===== config.mk =====
export PLATFORM = sky130hd
export DESIGN_NAME = dcache_load_formatter
export DESIGN_NICKNAME = d
export VERILOG_FILES = /design/src/rtl/dcache_load_formatter.sv
export SDC_FILE = /design/constraint.sdc
export NUM_CORES = 1
export LEC_CHECK = 0
export ABC_AREA = 1
export BUFFER_PORTS_ARGS = -buffer_cell sky130_fd_sc_hd__clkbuf_2
export CORE_MARGIN = 2
export CORE_UTILIZATION = 30
export DETAILED_ROUTE_END_ITERATION = 7
export PLACE_DENSITY = 0.48
export SLEW_MARGIN = 10
export SYNTH_ARGS = -nofsm -noshare
export SYNTH_HDL_FRONTEND = slang
export SYNTH_SLANG_ARGS = --single-unit

===== constraint.sdc =====
create_clock -name clk -period 2.6 [get_ports clk]
set_clock_uncertainty 0.15 [all_clocks]
set_input_delay 0.13 -clock clk [delete_from_list [all_inputs] [get_ports clk]]
set_output_delay 0.13 -clock clk [all_outputs]
set_load 0.05 [all_outputs]

===== src/rtl/dcache_load_formatter.sv =====
`default_nettype none
// ============================================================================
// Module   : dcache_load_formatter
// Purpose  : Aligns and extends cache load data and merges LWL/LWR results.
//            Formatted results wait in a small in-order output queue.
// Revision : 1.0 - initial release
// ============================================================================
module dcache_load_formatter #(
    parameter int DATA_W = 32,
    parameter int TAG_W  = 6,
    parameter int DEPTH  = 2
) (
    input  logic                               clk,
    input  logic                               resetn,
    input  logic                               flush,
    input  logic                               in_valid,
    output logic                               in_ready,
    input  logic [1:0]                         in_size,
    input  logic                               in_sign,
    input  logic [1:0]                         in_lr,
    input  logic [$clog2(DATA_W/8)-1:0]        in_addr,
    input  logic [DATA_W-1:0]                  in_rdata,
    input  logic [DATA_W-1:0]                  in_rt,
    input  logic [TAG_W-1:0]                   in_tag,
    output logic                               out_valid,
    input  logic                               out_ready,
    output logic [DATA_W-1:0]                  out_data,
    output logic [TAG_W-1:0]                   out_tag,
    output logic                               out_err
);

    localparam int OFF_W   = $clog2(DATA_W / 8);
    localparam int c_cnt_w = $clog2(DEPTH + 1);
    localparam int c_ptr_w = (DEPTH > 1) ? $clog2(DEPTH) : 1;
    localparam logic [c_cnt_w-1:0] c_depth    = c_cnt_w'(DEPTH);
    localparam logic [c_ptr_w-1:0] c_last_ptr = c_ptr_w'(DEPTH - 1);

    logic [DATA_W-1:0] w_lane;
    logic [31:0]       w_word;
    logic [31:0]       w_merge;
    logic [DATA_W-1:0] w_fmt_data;
    logic              w_fmt_err;
    logic              w_push;
    logic              w_pop;

    logic [DATA_W-1:0]  r_data [DEPTH];
    logic [TAG_W-1:0]   r_tag  [DEPTH];
    logic               r_err  [DEPTH];
    logic [c_ptr_w-1:0] r_wr_ptr;
    logic [c_ptr_w-1:0] r_rd_ptr;
    logic [c_cnt_w-1:0] r_count;

    // Aligned accesses only reach the extension logic, so one byte shifter serves all sizes.
    assign w_lane = in_rdata >> {in_addr, 3'b000};

    generate
        if (DATA_W == 64) begin : g_word64
            assign w_word = in_addr[OFF_W-1] ? in_rdata[DATA_W-1:32] : in_rdata[31:0];
        end else begin : g_word32
            assign w_word = in_rdata[31:0];
        end
    endgenerate

    always_comb begin
        w_merge = w_word;
        if (in_lr == 2'b10) begin
            case (in_addr[1:0])
                2'd0:    w_merge = {w_word[7:0],  in_rt[23:0]};
                2'd1:    w_merge = {w_word[15:0], in_rt[15:0]};
                2'd2:    w_merge = {w_word[23:0], in_rt[7:0]};
                default: w_merge = w_word;
            endcase
        end else begin
            case (in_addr[1:0])
                2'd0:    w_merge = w_word;
                2'd1:    w_merge = {in_rt[31:24], w_word[31:8]};
                2'd2:    w_merge = {in_rt[31:16], w_word[31:16]};
                default: w_merge = {in_rt[31:8],  w_word[31:24]};
            endcase
        end
    end

    always_comb begin
        w_fmt_err  = 1'b0;
        w_fmt_data = '0;
        if (in_lr == 2'b11) begin
            w_fmt_err = 1'b1;
        end else if (in_lr != 2'b00) begin
            w_fmt_data = DATA_W'($signed(w_merge));
        end else begin
            case (in_size)
                2'd0: w_fmt_data = in_sign ? DATA_W'($signed(w_lane[7:0])) : DATA_W'(w_lane[7:0]);
                2'd1: begin
                    if (in_addr[0])
                        w_fmt_err = 1'b1;
                    else
                        w_fmt_data = in_sign ? DATA_W'($signed(w_lane[15:0])) : DATA_W'(w_lane[15:0]);
                end
                2'd2: begin
                    if (in_addr[1:0] != 2'b00)
                        w_fmt_err = 1'b1;
                    else
                        w_fmt_data = in_sign ? DATA_W'($signed(w_lane[31:0])) : DATA_W'(w_lane[31:0]);
                end
                default: begin
                    if (DATA_W != 64 || in_addr != '0)
                        w_fmt_err = 1'b1;
                    else
                        w_fmt_data = in_rdata;
                end
            endcase
        end
    end

    // in_ready depends only on occupancy, so a full queue stalls even while popping.
    assign in_ready  = resetn && (r_count < c_depth);
    assign out_valid = (r_count != '0);
    assign w_push    = in_valid && in_ready && !flush;
    assign w_pop     = out_valid && out_ready && !flush;

    assign out_data = r_data[r_rd_ptr];
    assign out_tag  = r_tag[r_rd_ptr];
    assign out_err  = r_err[r_rd_ptr];

    always_ff @(posedge clk or negedge resetn) begin
        if (!resetn) begin
            r_wr_ptr <= '0;
            r_rd_ptr <= '0;
            r_count  <= '0;
            for (int i = 0; i < DEPTH; i++) begin
                r_data[i] <= '0;
                r_tag[i]  <= '0;
                r_err[i]  <= 1'b0;
            end
        end else if (flush) begin
            r_wr_ptr <= '0;
            r_rd_ptr <= '0;
            r_count  <= '0;
        end else begin
            if (w_push) begin
                r_data[r_wr_ptr] <= w_fmt_data;
                r_tag[r_wr_ptr]  <= in_tag;
                r_err[r_wr_ptr]  <= w_fmt_err;
                r_wr_ptr         <= (r_wr_ptr == c_last_ptr) ? '0 : r_wr_ptr + 1'b1;
            end
            if (w_pop) begin
                r_rd_ptr <= (r_rd_ptr == c_last_ptr) ? '0 : r_rd_ptr + 1'b1;
            end
            if (w_push && !w_pop)
                r_count <= r_count + 1'b1;
            else if (!w_push && w_pop)
                r_count <= r_count - 1'b1;
        end
    end

endmodule
`default_nettype wire


==> summary.md <==
| Metric | Value |
|---|---|
| #FFs+latches synth | 82 |
| Via count | 6394 |
| Die height | 145 um |
| H-tree depth | 3 |
| Distinct cells, synth | 39 |
| FF-to-FF Start | r_count[1] |
| Post-synth top cells | nand2_1 (426), dfrtp_1 (82), nand3_1 (81) |
| First-pass DRT Iterations | 5 |
| Leakage power | 3.96 nW |
| R2R Setup Slk | 700 ps |
| Critical path peak fanout | 26 |
| Net Count, Synth | around 1000 |
| CTS tree | built |
| VDD IR max | 0.357 mV |
| Gpl congestion | 0.993 |
| First DRT Iteration DRCs | 571 |
| Postcts setup bufs | 0 |
| Total gr overflow | 0 |
| Share of layout cells above drive strength 1 | 18.3% |
| Worst R2R End | r_data[15] |
| GRT Overall Usage | 21.9% |
| Post-synth EDFFs | 0 |
| Port Buf Inserts | 122 |
| Fin crit share | 79.1% |
| Die area | roughly 0.021 mm^2 |
| RSZ-0062 raised after global routing | no |
| Vias per cell | approximately 4.9 |
| Yosys top cell area share | 34.6% |
| FMAX | approximately 500 MHz |
| CP Launch Type | flip-flop |
| Antenna Cells | 0 |
| CTS Buf Count | 9 |
| Setup violators final | 0 |
| CP Class | flip-flop to output pin |
| Post-synth ARST share | 100% |
| Synth top area cells | dfrtp_1 (35%), nand2_1 (27%), nand3_1 (6.8%) |
| Final hold vios | 0 |
| Clock latency on the worst-skew pair | 340 ps |
| Rel. slew slack | 52.1% |
| Hold WC Path Type | input pin to asynchronous set/reset pin |
| Worst hold slack | around 14 ps |
| Synth area leader | dfrtp_1 |
| Num rows | just over 50 |
| Routed wire length | 22.3 mm |
| Worst-path clk slew | 70 ps |
| Worst path required time | 2320 ps |
| R2R depth | 9 |
| Initial Utilization | 30.5% |
| CTS Root Cell | clkbuf_16 |
| Nets | 1123 |
| Die W | 145 um |
| PD cells | 869 mW/mm^2 |
| Vias in the first global route | between 6000 and 7000 |
| Boundary pin count | 123 |
| CTS max path bufs | 2 |
| Post-Syn Area | 0.00594 mm^2 |
| Number of remaining DRC errors | 0 |
| Initial antenna violation count | 0 |
| Crit path DAT | 1780 ps |
| Largest net degree at the start of global routing | 57 |
| Syn Inst Count | 922 |
| Filler cell count | 2237 |
| Ys Warns | 0 |
| Area grow syn2layout | 20.3% |
| Area of the core | 0.0195 mm^2 |
| WL/cell | 17.0 um |
| Global-route wire length before repair | between 30 and 40 mm |
| Tmin final | 2060 ps |
| Synth Area per Inst | 6.44 um^2 |
| Setup_tns | 0 ps |
| Worst Tran Pin Value | 718 ps |
| Status | completed |
| Clock sink total | 82 |
| CP Launch Point | r_rd_ptr |
| Final HPWL DP | 16.4 mm |
| Critical path endpoint | out_tag[4] |
| Count leader, synth | nand2_1 |
| Sequential area share after synthesis | 34.6% |
| Number of max-cap violations | 0 |
| Most used flip-flop cell after synthesis | dfrtp_1 |
| Routed Antenna Nets | 0 |
| CP endpoint kind | output pin |
| Final slew viol count | 0 |
## how the worst min path moves through the flow
stage               startpoint         end  slack (ps)
floorplan               resetn  r_count[0]        -320
global placement        resetn  r_data[48]        -170
detailed placement      resetn  r_data[43]        -170
CTS                     resetn  r_data[43]           2
global route            resetn  r_data[16]          40
finish                  resetn  r_data[16]          10
## registers in the layout (all words and copies together) (netlist names)
name and cells:
r_wr_ptr 1, r_err 2, r_data 64, r_tag 12
r_count 2, r_rd_ptr 1
## timing repair
item                                   4_1_cts  5_1_grt
setup endpoints to repair                    0        0
resized for setup                            0        0
endpoints found under the hold margin       42        0
hold buffers                                10        0
## power by group
part / switching, mW / internal (mW) / total, mW
clock network: 0.544 / 0.780 / 1.32
logic: 2.13 / 0.741 / 2.87
registers: 0.238 / 1.77 / 2.00
## final cells by class
| cell class | count | area [um^2] | share of cell area [%] |
|---|---|---|---|
| multi-input combinational | 728 | 3270 | 45.9 |
| sequential | 82 | 2050 | 28.7 |
| timing repair buffer | 159 | 941 | 13.2 |
| tap | 265 | 332 | 4.64 |
| clock buffer | 10 | 239 | 3.35 |
| inverter | 61 | 229 | 3.21 |
| clock inverter | 6 | 72.6 | 1.02 |
## per-layer routing
layer	global-route usage, %	share of wire (%)	vias to the layer above
li1	-	-	3209
met3	3.32	5.3	30
met5	0	0	-
met4	8.23	2.7	0
met2	33.0	44	211
met1	31.6	48	2944
## kinds of logic (layout without fill, tap and decap cells)
logic type | Yosys count | after routing | share of synthesized area [%]
buffers and inverters | 112 | 236 | 10.3
XOR/XNOR | 1 | 1 | 0.148
AND/OR/NAND/NOR | 586 | 586 | 41.2
AO/OA/AOI/OAI | 141 | 141 | 13.8
flip-flops | 82 | 82 | 34.6
## worst max-delay path, cell delays in order, from the launching register on
cell and delay [ps]:
dfrtp_1 390, inv_2 330, buf_12 230, nand2_1 60, o21ai_0 90, clkbuf_2 310
## stage by stage
stage          util, %  cell area [um^2]  setup slack, ps  power, mW  cells
6_report          36.7              7140              544       6.20   1311
3_5_place_dp      34.6              6730              542       4.91   1285
5_1_grt           36.7              7140              370       6.65   1311
3_3_place_gp      34.6              6730              561       4.90   1285
2_1_floorplan        -              5940              374       4.20    922
4_1_cts           36.7              7140              464       6.28   1311
## cells in the final DEF (no fill, tap or decap), types with 14 or more instances in the layout
master	instances
inv_1	55
clkbuf_2	121
nand2_1	426
a21oi_1	33
nand3_1	81
nor2_1	52
o21ai_1	14
o21ai_0	54
buf_4	26
dfrtp_1	82
(Power assumes the default switching activity.)
